**config.mk**
```make
export PLATFORM = sky130hd
export DESIGN_NAME = instr_encoder_flat
export DESIGN_NICKNAME = d
export VERILOG_FILES = /design/src/rtl/instr_encoder_if.sv /design/src/rtl/instr_encoder.sv /design/src/flat_wrapper.sv
export SDC_FILE = /design/constraint.sdc
export NUM_CORES = 1
export LEC_CHECK = 0
export CAP_MARGIN = 15
export CORE_MARGIN = 2
export CORE_UTILIZATION = 52
export CTS_BUF_LIST = sky130_fd_sc_hd__clkbuf_4 sky130_fd_sc_hd__clkbuf_8
export DETAILED_ROUTE_END_ITERATION = 10
export GPL_TIMING_DRIVEN = 0
export PLACE_DENSITY = 0.8
export SYNTH_ARGS = -nofsm -noshare
export SYNTH_HDL_FRONTEND = slang
export SYNTH_SLANG_ARGS = --single-unit
```
**constraint.sdc**
```tcl
create_clock -name clk -period 3.45 [get_ports clk]
set_clock_uncertainty 0.15 [all_clocks]
set_input_delay 0.8625 -clock clk [delete_from_list [all_inputs] [get_ports clk]]
set_output_delay 0.8625 -clock clk [all_outputs]
set_load 0.01 [all_outputs]
```
**src/rtl/instr_encoder_if.sv**
```systemverilog
// Instruction-type package and the field-side / word-side handshake interface for instr_encoder.
package instr_encoder_pkg;
    typedef enum logic [2:0] {
        TYPE_R = 3'd0,
        TYPE_I = 3'd1,
        TYPE_S = 3'd2,
        TYPE_B = 3'd3,
        TYPE_J = 3'd4,
        TYPE_U = 3'd5
    } instr_type_enum;
endpackage

interface instr_encoder_if;
    import instr_encoder_pkg::*;

    logic           in_valid;
    logic           in_ready;
    instr_type_enum instr_type_enum_inst;
    logic [6:0]     opcode;
    logic [4:0]     rd;
    logic [2:0]     funct3;
    logic [4:0]     rs1;
    logic [4:0]     rs2;
    logic [6:0]     funct7;
    logic [31:0]    imm;
    logic           out_valid;
    logic           out_ready;
    logic [31:0]    Instr;
    logic [31:0]    addr;

    modport master (
        output in_valid, instr_type_enum_inst, opcode, rd, funct3, rs1, rs2, funct7, imm, out_ready,
        input  in_ready, out_valid, Instr, addr
    );

    modport slave (
        input  in_valid, instr_type_enum_inst, opcode, rd, funct3, rs1, rs2, funct7, imm, out_ready,
        output in_ready, out_valid, Instr, addr
    );
endinterface

```
**src/rtl/instr_encoder.sv**
```systemverilog
// RISC-V field-to-word encoder with address tagging and an output FIFO.
// Optional immediate range checking is enabled by defining INSTR_ENC_RANGE_CHECK_EN.
module instr_encoder
    import instr_encoder_pkg::*;
#(
    parameter logic [31:0] BASE_ADDR = 32'h0000_0000,
    parameter int unsigned DEPTH     = 4
) (
    input  logic                   clk,
    input  logic                   rst_n,
    input  logic                   flush,
    instr_encoder_if.slave         bus,
    output logic [$clog2(DEPTH):0] count,
    output logic                   err
);
    localparam int unsigned       PTR_W = $clog2(DEPTH);
    localparam logic [PTR_W:0]    FULL  = DEPTH[PTR_W:0];

    typedef struct packed {
        logic [31:0] instr;
        logic [31:0] addr;
    } entry_t;

    entry_t           mem [DEPTH];
    logic [PTR_W-1:0] rd_ptr;
    logic [PTR_W-1:0] wr_ptr;
    logic [31:0]      next_addr;
    logic [31:0]      word;
    logic             legal;
    logic             accept;
    logic             push;
    logic             pop;

    // NOTE: every variable gets a default before the case, so no path leaves it unassigned (no latch).
    always_comb begin
        word  = '0;
        legal = 1'b1;
        case (bus.instr_type_enum_inst)
            TYPE_R: word = {bus.funct7, bus.rs2, bus.rs1, bus.funct3, bus.rd, bus.opcode};
            TYPE_I: begin
                word = {bus.imm[11:0], bus.rs1, bus.funct3, bus.rd, bus.opcode};
`ifdef INSTR_ENC_RANGE_CHECK_EN
                legal = (bus.imm[31:11] == {21{bus.imm[11]}});
`endif
            end
            TYPE_S: begin
                word = {bus.imm[11:5], bus.rs2, bus.rs1, bus.funct3, bus.imm[4:0], bus.opcode};
`ifdef INSTR_ENC_RANGE_CHECK_EN
                legal = (bus.imm[31:11] == {21{bus.imm[11]}});
`endif
            end
            TYPE_B: begin
                word = {bus.imm[12], bus.imm[10:5], bus.rs2, bus.rs1, bus.funct3,
                        bus.imm[4:1], bus.imm[11], bus.opcode};
`ifdef INSTR_ENC_RANGE_CHECK_EN
                legal = (bus.imm[31:12] == {20{bus.imm[12]}}) && !bus.imm[0];
`endif
            end
            TYPE_J: begin
                word = {bus.imm[20], bus.imm[10:1], bus.imm[11], bus.imm[19:12], bus.rd, bus.opcode};
`ifdef INSTR_ENC_RANGE_CHECK_EN
                legal = (bus.imm[31:20] == {12{bus.imm[20]}}) && !bus.imm[0];
`endif
            end
            TYPE_U: begin
                word = {bus.imm[31:12], bus.rd, bus.opcode};
`ifdef INSTR_ENC_RANGE_CHECK_EN
                legal = (bus.imm[11:0] == 12'd0);
`endif
            end
            default: legal = 1'b0;
        endcase
    end

    // Ready depends only on registered occupancy and flush, never on out_ready.
    assign bus.in_ready  = (count != FULL) && !flush;
    assign bus.out_valid = (count != '0);
    assign accept        = bus.in_valid && bus.in_ready;
    assign push          = accept && legal;
    assign pop           = bus.out_valid && bus.out_ready && !flush;
    assign bus.Instr     = bus.out_valid ? mem[rd_ptr].instr : 32'd0;
    assign bus.addr      = bus.out_valid ? mem[rd_ptr].addr  : BASE_ADDR;

    // NOTE: state registers use non-blocking assignments so every flop samples pre-edge values.
    always_ff @(posedge clk) begin
        if (!rst_n) begin
            rd_ptr    <= '0;
            wr_ptr    <= '0;
            count     <= '0;
            next_addr <= BASE_ADDR;
            err       <= 1'b0;
        end else if (flush) begin
            rd_ptr    <= '0;
            wr_ptr    <= '0;
            count     <= '0;
            next_addr <= BASE_ADDR;
            err       <= 1'b0;
        end else begin
            if (push) begin
                wr_ptr    <= wr_ptr + 1'b1;
                next_addr <= next_addr + 32'd4;
            end
            if (pop) rd_ptr <= rd_ptr + 1'b1;
            case ({push, pop})
                2'b10:   count <= count + 1'b1;
                2'b01:   count <= count - 1'b1;
                default: count <= count;
            endcase
            err <= accept && !legal;
        end
    end

    // NOTE: the payload array is not reset; pointers and count alone decide which entries are live.
    always_ff @(posedge clk) begin
        if (push) mem[wr_ptr] <= {word, next_addr};
    end
endmodule

```
**src/flat_wrapper.sv**
```systemverilog
// flat-port wrapper written by rule: the top's interface ports become plain ports
module instr_encoder_flat import instr_encoder_pkg::*;
#(
    parameter logic [31:0] BASE_ADDR = 32'h0000_0000,
    parameter int unsigned DEPTH     = 4
)
  (clk, rst_n, flush, count, err, bus_in_valid, bus_instr_type_enum_inst, bus_opcode, bus_rd, bus_funct3, bus_rs1, bus_rs2, bus_funct7, bus_imm, bus_out_ready, bus_in_ready, bus_out_valid, bus_Instr, bus_addr);
  instr_encoder_if bus_i ();
  input  logic clk;
  input  logic rst_n;
  input  logic flush;
  output logic [$clog2(DEPTH):0] count;
  output logic err;
  input wire logic [$bits(bus_i.in_valid)-1:0] bus_in_valid;
  input wire logic [$bits(bus_i.instr_type_enum_inst)-1:0] bus_instr_type_enum_inst;
  input wire logic [$bits(bus_i.opcode)-1:0] bus_opcode;
  input wire logic [$bits(bus_i.rd)-1:0] bus_rd;
  input wire logic [$bits(bus_i.funct3)-1:0] bus_funct3;
  input wire logic [$bits(bus_i.rs1)-1:0] bus_rs1;
  input wire logic [$bits(bus_i.rs2)-1:0] bus_rs2;
  input wire logic [$bits(bus_i.funct7)-1:0] bus_funct7;
  input wire logic [$bits(bus_i.imm)-1:0] bus_imm;
  input wire logic [$bits(bus_i.out_ready)-1:0] bus_out_ready;
  output wire logic [$bits(bus_i.in_ready)-1:0] bus_in_ready;
  output wire logic [$bits(bus_i.out_valid)-1:0] bus_out_valid;
  output wire logic [$bits(bus_i.Instr)-1:0] bus_Instr;
  output wire logic [$bits(bus_i.addr)-1:0] bus_addr;
  assign bus_i.in_valid = bus_in_valid;
  assign bus_i.instr_type_enum_inst = bus_instr_type_enum_inst;
  assign bus_i.opcode = bus_opcode;
  assign bus_i.rd = bus_rd;
  assign bus_i.funct3 = bus_funct3;
  assign bus_i.rs1 = bus_rs1;
  assign bus_i.rs2 = bus_rs2;
  assign bus_i.funct7 = bus_funct7;
  assign bus_i.imm = bus_imm;
  assign bus_i.out_ready = bus_out_ready;
  assign bus_in_ready = bus_i.in_ready;
  assign bus_out_valid = bus_i.out_valid;
  assign bus_Instr = bus_i.Instr;
  assign bus_addr = bus_i.addr;
  instr_encoder #(.BASE_ADDR(BASE_ADDR), .DEPTH(DEPTH)) u_core (.clk(clk), .rst_n(rst_n), .flush(flush), .bus(bus_i), .count(count), .err(err));
endmodule
```
After elaboration in Yosys (flattened, before gate mapping):

Memory sizes are Yosys's and may differ from the RTL's. A register that Yosys moved wholly into a read port is not among the register bits.
Index checks and enable logic that the tools add are counted.

* input bits: 72
* memories kept: 1
* word-level logic and storage cells: 42
* output and inout bits: 70
* memory bits (writable): 256
* register bits after elaboration: 40

Memories
* u_core.mem: depth 4, bits a word 64, rd ports 1, clocked after Yosys merged registers in 1, write ports 1, line instr_encoder.sv:24 `entry_t mem [DEPTH];`

* $add $sub $neg: 5
* equal/unequal tests: 8
* reduce and logical (&&, ||, !) cells: 13
* bitwise gates (word level): 1
* multiplexer cells: 9

Operators by type and width (count)
* $pmux 32 s6: 1
* $mux 32: 2
* $add 32x3->32 const B: 1
* $eq 3x2->1 const B: 2
* $eq 3x3->1 const B: 2
* $logic_and 1x1->1: 6
* $pmux 3 s2: 1
* $reduce_or 6->1: 1
* $add 2x1->2 const B: 2
* $mux 2: 2
* $add 3x1->3 const B: 1
* $eq 3x1->1 const B: 1
* $logic_not 3->1: 1
* $mux 1: 3
* $ne 3x3->1 const B: 1
* $reduce_bool 3->1: 1
* $sub 3x1->3 const B: 1
* $eq 2x1->1 const B: 1
* $eq 2x2->1 const B: 1
* $logic_not 1->1: 2
* $reduce_bool 2->1: 1
* $reduce_or 2->1: 1
* $not 1->1: 1

Logic depth before layout (Yosys ltp):

Gate-level depths: netlist (run 1).

* depth in word-level cells: 6
* mapped depth: 11
* mapped depth without buffers: 9

Least setup slack after synthesis (run 1):

No wires, ideal clock.

* kind: in2reg
* start point: in bus_instr_type_enum_inst[1]
* end point: mem u_core.mem[0][10] in the netlist's numbering, enable pin
* path slack: -0.214 ns
* arrival: 3.087 ns
* required time: 2.873 ns
* cell stages on the path: 5
* buffers on the path: 2
* setup time: 0.427 ns
* cell sequence: buf_6 a21bo_1 nor3_1 buf_2 and2_1

* word-level cells in the longest chain between the ends: 6
* elaborated cells between the ends (all ways): 11
* those cells by class: eq/ne (5); mux (3); reduce/logical (3)

Ends and longest elaborated chain
* start, declared: line flat_wrapper.sv:15 `input wire logic [$bits(bus_i.instr_type_enum_inst)-1:0] bus_instr_type_enum_inst;`
* $eq 3x1->1 (tied with other cells): line instr_encoder.sv:38 `case (bus.instr_type_enum_inst)`
* $reduce_or 6->1 (no line) (*)
* $mux 1 (*): line instr_encoder.sv:38
* $logic_and 1x1->1 (*): line instr_encoder.sv:79 `assign push = accept && legal;`
* $mux 1 (*): line instr_encoder.sv:115 `if (push) mem[wr_ptr] <= {word, next_addr};`
* $mux 1 (implied by the code) (*): line instr_encoder.sv:115
* end, declared: line instr_encoder.sv:24

Mark *: on every way between the ends. The rest lies on a longest branch, timed or not.

==> flow_metrics.env, run 1 <==
export IMPL_status="finished clean"
export IMPL_critPathKind="flip-flop to output port"
export IMPL_ant_nets=0
export IMPL_critPathMaxStageDelay_ns=0.51
export IMPL_yosys_area_share_simple_pct=9.773
export IMPL_syn_cell_area_um2=11910
export IMPL_synthArstFlopShare_pct=0
export IMPL_drv_slew=0
export IMPL_crit_chain="buf_6 > mux4_2 > nor2b_1 > clkdlybuf4s50_1"
export IMPL_htreeDepth=2
export IMPL_leakagePower_nw=5.009
export IMPL_routabilityCongestion=0.8029
export IMPL_crit_family="buffers and inverters"
export IMPL_drt_iter0_drc=489
export IMPL_die_w_um=155.3
export IMPL_fin_crit_ns=3.425
export IMPL_syn_avg_cell_area_um2=16.38
export IMPL_core_rowCount=55
export IMPL_critPathBufInv=2
export IMPL_finalWirelength_mm=24.98
export IMPL_wl_met1_mm=10.41
export IMPL_worst_ep_required_time_ns=2.44
export IMPL_coreArea_um2=22570
export IMPL_wl_met3_mm=1.900
export IMPL_worst_pin_slew_ns=0.7072
export IMPL_cts_sinks=288
export IMPL_synth_top_cell_by_area="edfxtp_1"
export IMPL_grt_pass1_wl_mm=38.50
export IMPL_nets=995
export IMPL_critPathLaunchType="flip-flop"
export IMPL_synth_top_family_by_area="multiplexers"
export IMPL_wl_met2_mm=12.21
export IMPL_synth_fa_ha_area_share_pct=0.7987
export IMPL_drive_gt1_share_pct=19.73
export IMPL_die_area_um2=24120
export IMPL_grt_pass1_vias=7020
export IMPL_min_path_type="flip-flop to flip-flop"
export IMPL_drc=0
export IMPL_grt_setup_unrepaired="yes"
export IMPL_root_buffer="clkbuf_8"
export IMPL_grt_remaining_overflow=0
export IMPL_synth_xor_area_share_pct=2.060
export IMPL_ios=142
export IMPL_synth_area_leaders="edfxtp_1 63%, mux4_2 12%, dfxtp_1 6.7%"
export IMPL_cts_tree="built"
export IMPL_fmax_mhz=292.0
export IMPL_via_per_inst=5.538
export IMPL_synth_seq_cells=288
export IMPL_relSlewSlack_pct=52.36
export IMPL_netlist_instances=727
export IMPL_clock_path_buffers=3
export IMPL_numCtsBuffers=45
export IMPL_ys_flop_type="edfxtp_1"
export IMPL_cp_max_fo=10
export IMPL_cts_hold_buffers=0
export IMPL_drv_cap=0
export IMPL_power_density_nw_per_um2=474.0
export IMPL_synth_warnings=0
export IMPL_cp_arrival_ns=2.41
export IMPL_setup_tns_final_ns=0
export IMPL_highest_layer="met4"
export IMPL_placed_cell_area_um2=13760
export IMPL_initial_core_util_pct=52.75
export IMPL_vdd_ir_drop_max_v=0.0003275
export IMPL_final_cell_area_um2=14780
export IMPL_grt_usage_pct=20.82
export IMPL_first_pass_iters=5
export IMPL_antennaDiodeCount=0
export IMPL_area_growth_pct=24.10
export IMPL_finish_utilization_pct=65.46
export IMPL_setup_viol=0
export IMPL_wl_per_cell_um=20.18
export IMPL_grt_start_max_net_pins=56
export IMPL_fp_dieH_um=155.3
export IMPL_finalCritPeriodShare_pct=99.27
export IMPL_worstSetupEndpointType="output port"
export IMPL_dp_hpwl_mm=16.27
export IMPL_io_buffer_count=137
export IMPL_clkLatencyLatePin_ns=0.56
export IMPL_antenna_found_initial=0
export IMPL_synth_compound_area_share_pct=3.310
export IMPL_synth_top_area_share_pct=62.55
export IMPL_finalPower_w=0.007003
export IMPL_seq_area_frac_synth_pct=69.27
export IMPL_synth_common_cells="248 x edfxtp_1, 71 x nor2b_1, 62 x mux4_2, 40 x dfxtp_1, 37 x nor2_1"
export IMPL_crit_slowest_cell="clkdlybuf4s50_1"
export IMPL_synth_most_common_cell="edfxtp_1"
export IMPL_hold_viol=0
export IMPL_clk_pin_slew_worst_paths_ns=0.06
export IMPL_fin_hold_ws_ns=0.3889
export IMPL_synth_distinct_cells=46
export IMPL_synth_edf_count=248
export IMPL_synthMuxAreaShare_pct=12.53
export IMPL_num_vias=6856
[per-stage QoR]
stage	setup WS, ns	std cells
6_report	0.02502	1238
2_1_floorplan	0.4606	728
4_1_cts	-0.005080	1237
3_3_place_gp	-0.8700	1150
3_5_place_dp	-0.2278	1155
5_1_grt	-0.04005	1238
[sequential cells by signal, indices dropped and copies added (netlist names), named ones only]
| signal | cells |
|---|---|
| u_core.wr_ptr | 2 |
| u_core.count | 3 |
| u_core.rd_ptr | 2 |
| u_core.err | 1 |
| u_core.next_addr | 30 |
| u_core.mem | 248 |
[worst register-to-register path: cells and delay by family (launching register included)]
kind	cells	cell delay, ns
adders and majority gates	2	0.55
DFF	1	0.43
xor gates and xnor gates	1	0.17
AOI/OAI and AO/OA	1	0.14
and+or+nand+nor	3	0.88
buffers and inverters	3	0.37
[power by group]
part / switching [W] / internal, W
sequential: 0.00000901 / 0.00380
clock: 0.00126 / 0.00157
combinational: 0.000177 / 0.000178
total: 0.00145 / 0.00555
[cell usage in the layout (no fill, tap or decap), types with 6 or more instances in the layout]
cell	synthesis	layout
nand4_1	15	15
a211oi_1	6	6
a21boi_0	6	6
nand2b_1	7	7
nor2b_1	71	69
nand2_1	26	26
o21ai_0	24	24
a21oi_1	12	12
edfxtp_1	248	248
clkbuf_8	0	49
nor2_1	37	37
ha_1	6	6
clkbuf_4	0	29
nand3_1	9	9
clkbuf_1	29	16
mux4_2	62	62
xor2_1	23	23
clkinv_1	0	6
or3_1	7	7
a221oi_1	6	6
dfxtp_1	40	38
inv_1	23	23
and2_1	11	7
clkdlybuf4s50_1	0	137
[final timing paths]
check,startpoint,end,slack [ns],cells past startpoint
setup / recovery,flip-flop,bus_Instr[22],0.03,4
hold / removal,u_core.next_addr[10],u_core.mem[2][10],0.39,0
setup reg to reg,u_core.count[2],u_core.count[2],0.70,10
hold reg to reg,u_core.next_addr[10],u_core.mem[2][10],0.39,0
[metal layers]
metal | track usage (%) | vias to the layer above
met4 | 5.723 | 0
met5 | 0 | -
met3 | 3.928 | 41
met1 | 28.52 | 3381
met2 | 34.71 | 278
li1 | - | 3156
[kinds of logic (layout without fill, tap and decap cells)]
kind of cell    count (synthesis)  after routing
flops                         288            288
simple gates                  205            205
mux                            71             71
buf+inv                        64            289
compound gates                 63             63
xor+xnor                       28             28
fa+ha+maj                       7              7
other cells                     1              2
[layout make-up]
type | instances | area [µm²]
Sequential cell | 288 | 8253
Fill cell | 1600 | 7796
Multi-Input combinational cell | 376 | 3428
Timing Repair Buffer | 143 | 1489
Clock buffer | 73 | 854.6
Tap cell | 285 | 356.6
Buffer | 39 | 250.2
Inverter | 23 | 86.33
Clock inverter | 11 | 57.56
[repair_timing]
item	4_1_cts	5_1_grt
gates resized for setup	36	6
buffers inserted	0	1
setup endpoints to repair	63	57
Power figures use the tool's default switching activity.
==> inputs of run 2 (changes only) <==
--- a/config.mk
+++ b/config.mk
@@ -7,11 +7,10 @@
 export LEC_CHECK = 0
 export CAP_MARGIN = 15
 export CORE_MARGIN = 2
-export CORE_UTILIZATION = 52
-export CTS_BUF_LIST = sky130_fd_sc_hd__clkbuf_4 sky130_fd_sc_hd__clkbuf_8
+export CORE_UTILIZATION = 50
 export DETAILED_ROUTE_END_ITERATION = 10
 export GPL_TIMING_DRIVEN = 0
-export PLACE_DENSITY = 0.8
+export PLACE_DENSITY = 0.78
 export SYNTH_ARGS = -nofsm -noshare
 export SYNTH_HDL_FRONTEND = slang
 export SYNTH_SLANG_ARGS = --single-unit
==> flow_metrics.env, run 2 (synthesis gave the netlist of run 1 again) <==
export IMPL_status="finished clean"
export IMPL_initial_core_util_pct=50.88
export IMPL_highest_layer="met4"
export IMPL_vdd_ir_drop_max_v=0.0004052
export IMPL_critPathLaunchType="flip-flop"
export IMPL_drive_gt1_share_pct=16.67
export IMPL_die_area_um2=25060
export IMPL_multiInputGateArea_um2=3440
export IMPL_final_common_cell="edfxtp_1"
export IMPL_layout_setup_ws_ns=0.07321
export IMPL_antenna_found_initial=0
export IMPL_ant_nets=0
export IMPL_largest_register_ffs=248
export IMPL_io_buffer_count=137
export IMPL_crit_family="buffers and inverters"
export IMPL_htreeDepth=1
export IMPL_grt_usage_pct=20.11
export IMPL_power_density_nw_per_um2=472.7
export IMPL_regMostFlops="u_core.mem"
export IMPL_grt_start_max_net_pins=40
export IMPL_core_rowCount=56
export IMPL_dp_hpwl_mm=16.29
export IMPL_worstSetupEndpointType="output port"
export IMPL_cts_hold_buffers=0
export IMPL_wl_met1_mm=10.52
export IMPL_relSlewSlack_pct=56.33
export IMPL_drt_iter0_drc=724
export IMPL_drv_slew=0
export IMPL_seq_power_share_pct=54.2
export IMPL_drc=0
export IMPL_nets=982
export IMPL_wl_met2_mm=12.92
export IMPL_critPathBufInv=3
export IMPL_critPathMaxStageDelay_ns=0.51
export IMPL_hold_viol=0
export IMPL_r2r_cells=10
export IMPL_antennaDiodeCount=0
export IMPL_finalWirelength_mm=25.42
export IMPL_crit_top_cell="buf_12"
export IMPL_worst_pin_slew_ns=0.6483
export IMPL_root_buffer="clkbuf_16"
export IMPL_internal_power_w=0.005648
export IMPL_leakagePower_nw=5.007
export IMPL_grt_pass1_wl_mm=37.96
export IMPL_clkLatencyLatePin_ns=0.52
export IMPL_setup_viol=0
export IMPL_setup_tns_final_ns=0
export IMPL_worst_path_stages=5
export IMPL_wl_per_cell_um=20.45
export IMPL_power_switching_w=0.001390
export IMPL_grt_remaining_overflow=0
export IMPL_regToRegEndpoint="u_core.count[2]"
export IMPL_area_growth_pct=25.04
export IMPL_wl_met3_mm=1.656
export IMPL_cts_sinks=288
export IMPL_crit_chain="buf_12 > buf_12 > mux4_2 > nor2b_1 > clkdlybuf4s50_1"
export IMPL_rrSetupSlack_ns=0.48
export IMPL_fp_dieH_um=158.3
export IMPL_regArea_um2=8253
export IMPL_cp_max_fo=10
export IMPL_finalCritPeriodShare_pct=97.88
export IMPL_fmax_mhz=296.1
export IMPL_reg_top3="u_core.mem (248), u_core.next_addr (30), u_core.count (3)"
export IMPL_ios=142
export IMPL_cts_tree="built"
export IMPL_cp_arrival_ns=2.36
export IMPL_clk_pin_slew_worst_paths_ns=0.06
export IMPL_crit_slowest_cell="mux4_2"
export IMPL_comb_power_share_pct=5.1
export IMPL_p_clk_share_pct=40.8
export IMPL_fillCellCount=1696
export IMPL_place_ws_ns=-0.3248
export IMPL_grt_pass1_vias=6951
export IMPL_num_vias=6796
export IMPL_via_per_inst=5.467
export IMPL_worst_ep_required_time_ns=2.44
export IMPL_min_path_type="flip-flop to flip-flop"
export IMPL_fin_crit_ns=3.377
export IMPL_power_switching_share_pct=19.75
export IMPL_critPathKind="flip-flop to output port"
export IMPL_coreArea_um2=23400
export IMPL_worst_r2r_startpoint="u_core.count[2]"
export IMPL_numCtsBuffers=27
export IMPL_mostFrequentLayoutCells="248 x edfxtp_1, 135 x clkdlybuf4s50_1, 71 x nor2b_1"
export IMPL_drv_cap=0
export IMPL_finalPower_w=0.007038
export IMPL_routabilityCongestion=0.7808
export IMPL_die_w_um=158.3
export IMPL_crit_end="bus_Instr[10]"
export IMPL_first_pass_iters=5
export IMPL_clock_path_buffers=3
[run 2: changes by cell type in the layout (fill, tap and decap cells not counted), sizes merged]
cell and change:
inv -1, dlygate4sd2 +1, clkinv -4, clkbuf -33
nor3 +1, buf +4, dlymetal6s2s +1, clkdlybuf4s50 -2
bufinv +2, clkinvlp +2
[run 2: repair_timing]
action,CTS,global route
endpoints found under the hold margin,0,0
resized for setup,31,17
pin swaps,1,1
gates cloned,0,2
setup buffers,0,5
endpoints found under the setup margin,63,51
[run 2: worst min-delay path by stage]
| stage | startpoint | end | slack, ns | cells past startpoint |
|---|---|---|---|---|
| global placement | u_core.next_addr[31] | u_core.mem[2][31] | 0.35 | 0 |
| finish | u_core.next_addr[31] | u_core.mem[2][31] | 0.38 | 0 |
| CTS | u_core.next_addr[31] | u_core.mem[2][31] | 0.38 | 0 |
| detailed placement | u_core.next_addr[31] | u_core.mem[0][31] | 0.37 | 0 |
| floorplan | u_core.next_addr[31] | u_core.mem[0][31] | 0.32 | 0 |
| global route | u_core.next_addr[31] | u_core.mem[2][31] | 0.41 | 0 |
[run 2: per-layer routing]
layer  up-vias  global-route usage, %
met5         -                      0
met4         0                  3.604
met3        28                  3.103
met2       219                  35.51
met1      3422                  26.99
li1       3127                      -
[run 2: layout make-up]
class	instances	share of cell area (%)
sequential	288	55.43
timing repair buffer	147	10.50
multi-input combinational	377	23.10
buffer	39	1.891
tap	319	2.681
inverter	23	0.5799
clock inverter	10	0.7480
clock buffer	40	5.068
[run 2: power by group through the flow]
stage	logic, W	clock network, W	registers (W)
after floorplan	0.000169	0	0.00388
after global placement	0.000340	0	0.00389
after detailed placement	0.000351	0	0.00389
after CTS	0.000355	0.00292	0.00381
after global routing	0.000387	0.00305	0.00381
final	0.000357	0.00287	0.00381
[run 2: per-stage QoR]
stage | cells | util [%] | area [µm²] | hold slack (ns)
4_1_cts | 1236 | 62.92 | 14720 | 0.3779
3_5_place_dp | 1188 | 58.96 | 13800 | 0.3705
6_report | 1243 | 63.62 | 14890 | 0.3767
5_1_grt | 1243 | 63.62 | 14890 | 0.4083
3_3_place_gp | 1184 | 58.48 | 13690 | 0.3465
2_1_floorplan | 728 | - | 11920 | 0.3190
==> inputs of run 3 (changes only) <==
--- a/config.mk
+++ b/config.mk
@@ -6,11 +6,13 @@
 export NUM_CORES = 1
 export LEC_CHECK = 0
 export CAP_MARGIN = 15
+export CELL_PAD_IN_SITES_DETAIL_PLACEMENT = 1
+export CELL_PAD_IN_SITES_GLOBAL_PLACEMENT = 1
 export CORE_MARGIN = 2
-export CORE_UTILIZATION = 50
+export CORE_UTILIZATION = 43
 export DETAILED_ROUTE_END_ITERATION = 10
 export GPL_TIMING_DRIVEN = 0
-export PLACE_DENSITY = 0.78
+export PLACE_DENSITY = 0.79
 export SYNTH_ARGS = -nofsm -noshare
 export SYNTH_HDL_FRONTEND = slang
 export SYNTH_SLANG_ARGS = --single-unit
==> flow_metrics.env, run 3 (synthesis gave the netlist of run 1 again) <==
export IMPL_status="finished clean"
export IMPL_area_growth_pct=25.62
export IMPL_cts_hold_buffers=0
export IMPL_cts_tree="built"
export IMPL_vdd_ir_drop_max_v=0.0003752
export IMPL_grt_start_max_net_pins=49
export IMPL_cp_arrival_ns=2.41
export IMPL_clock_path_buffers=3
export IMPL_drt_iter0_drc=432
export IMPL_coreArea_um2=27100
export IMPL_core_rowCount=60
export IMPL_setup_viol=0
export IMPL_dp_cells=1241
export IMPL_htreeDepth=1
export IMPL_regMostFlops="u_core.mem"
export IMPL_gr_usage_met2_pct=33.76
export IMPL_power_density_nw_per_um2=481.9
export IMPL_num_vias=6845
export IMPL_worstSetupEndpointType="output port"
export IMPL_die_w_um=170.4
export IMPL_drive_gt1_share_pct=16.83
export IMPL_fp_dieH_um=170.4
export IMPL_numCtsBuffers=30
export IMPL_initial_core_util_pct=43.93
export IMPL_ant_nets=0
export IMPL_rrSetupSlack_ns=0.52
export IMPL_grt_setup_unrepaired="yes"
export IMPL_critPathLaunchType="flip-flop"
export IMPL_ios=142
export IMPL_largest_register_ffs=248
export IMPL_relSlewSlack_pct=42.22
export IMPL_gr_usage_met3_pct=3.465
export IMPL_critPathKind="flip-flop to output port"
export IMPL_routabilityCongestion=0.8074
export IMPL_crit_family="buffers and inverters"
export IMPL_grt_pass1_vias=7574
export IMPL_min_to="u_core.mem[1][31]"
export IMPL_finalCritPeriodShare_pct=99.29
export IMPL_drc=0
export IMPL_via_per_inst=5.269
export IMPL_worstHoldStart="u_core.next_addr[31]"
export IMPL_io_buffer_count=137
export IMPL_crit_slowest_cell="mux4_2"
export IMPL_nets=982
export IMPL_final_common_cell="edfxtp_1"
export IMPL_finalWirelength_mm=28.13
export IMPL_grt_remaining_overflow=0
export IMPL_drv_slew=0
export IMPL_critPathBufInv=2
export IMPL_worst_r2r_startpoint="u_core.count[2]"
export IMPL_clk_pin_slew_worst_paths_ns=0.06
export IMPL_grt_pass1_wl_mm=43.69
export IMPL_fin_hold_ws_ns=0.3816
export IMPL_root_buffer="clkbuf_16"
export IMPL_cts_sinks=288
export IMPL_antenna_found_initial=0
export IMPL_min_path_cells=0
export IMPL_worst_pin_slew_ns=0.8576
export IMPL_busiest_layer="met2"
export IMPL_regToRegEndpoint="u_core.count[2]"
export IMPL_critPathMaxStageDelay_ns=0.54
export IMPL_dp_hpwl_mm=18.45
export IMPL_wl_per_cell_um=21.65
export IMPL_first_pass_iters=5
export IMPL_cp_max_fo=10
export IMPL_grt_usage_pct=19.73
export IMPL_finalNonFillerCells=1299
export IMPL_clkLatencyLatePin_ns=0.56
export IMPL_leakagePower_nw=5.077
export IMPL_fmax_mhz=291.9
export IMPL_min_path_type="flip-flop to flip-flop"
export IMPL_place_ws_ns=-0.2613
export IMPL_r2r_cells=10
export IMPL_crit_chain="buf_8 > mux4_2 > nor2b_1 > clkdlybuf4s50_1"
export IMPL_drv_cap=0
export IMPL_fillCellCount=2560
export IMPL_hold_viol=0
export IMPL_fin_crit_ns=3.425
export IMPL_worst_ep_required_time_ns=2.44
export IMPL_layout_setup_ws_ns=0.02466
export IMPL_antennaDiodeCount=0
export IMPL_use_met1_pct=26.39
export IMPL_mostFrequentLayoutCells="248 x edfxtp_1, 133 x clkdlybuf4s50_1, 71 x nor2b_1"
export IMPL_die_area_um2=29040
export IMPL_reg_top3="u_core.mem (248), u_core.next_addr (30), u_core.count (3)"
[run 3: cell types whose count changed in the layout (fill, tap and decap cells not counted), sizes merged]
cell           previous run  this run
buf                      23        20
bufinv                    2         1
clkbuf                   66        64
clkdlybuf4s50           135       133
clkinv                    4        15
clkinvlp                  3         1
dlygate4sd2               1         0
dlymetal6s2s              1         4
[run 3: where the power goes]
group | internal, W | leakage, nW | switching, W
Combinational | 0.000181 | 1.78 | 0.000187
Sequential | 0.00380 | 2.84 | 0.0000108
Clock | 0.00173 | 0.457 | 0.00129
[run 3: worst max path at each step]
stage	startpoint	end	cells after the start
5_1_grt	flip-flop	bus_Instr[10]	4
3_5_place_dp	bus_instr_type_enum_inst[2]	u_core.count[2]	11
3_3_place_gp	bus_instr_type_enum_inst[2]	u_core.mem[0][19]	5
2_1_floorplan	bus_instr_type_enum_inst[1]	u_core.mem[0][10]	5
4_1_cts	u_core.count[2]	bus_in_ready	3
6_report	flip-flop	bus_Instr[10]	4
[run 3: what timing repair did]
action / CTS / global route
cloned: 1 / 0
buffers inserted: 2 / 1
setup endpoints to repair: 63 / 62
pin swaps: 1 / 1
gates resized for setup: 34 / 16
[run 3: layer usage]
layer	vias up	wire [µm]
met5	-	0
met4	0	448
met3	40	1500
met2	190	13990
met1	3483	12190
li1	3132	-
[run 3: per-stage QoR]
stage	setup TNS [ns]	util [%]	instance area [µm²]	power, W
global route	-0.6522	55.19	14960	0.007443
CTS	-0.4622	54.94	14890	0.007275
global placement	-230.20	50.74	13750	0.004229
floorplan	0	-	11920	0.004052
finish	0	55.19	14960	0.007208
detailed placement	-34.14	51.16	13860	0.004248
[run 3: area by class of cell]
class / instances / area [µm²] / share of cell area (%)
well taps: 372 / 465.4 / 3.112
clock buffers: 38 / 812.0 / 5.429
plain buffers: 39 / 264.0 / 1.765
clock inverters: 18 / 113.9 / 0.7613
multi-input cells: 377 / 3440 / 23.00
repair buffers: 144 / 1519 / 10.16
inverters: 23 / 86.33 / 0.5772
flip-flops and latches: 288 / 8257 / 55.20
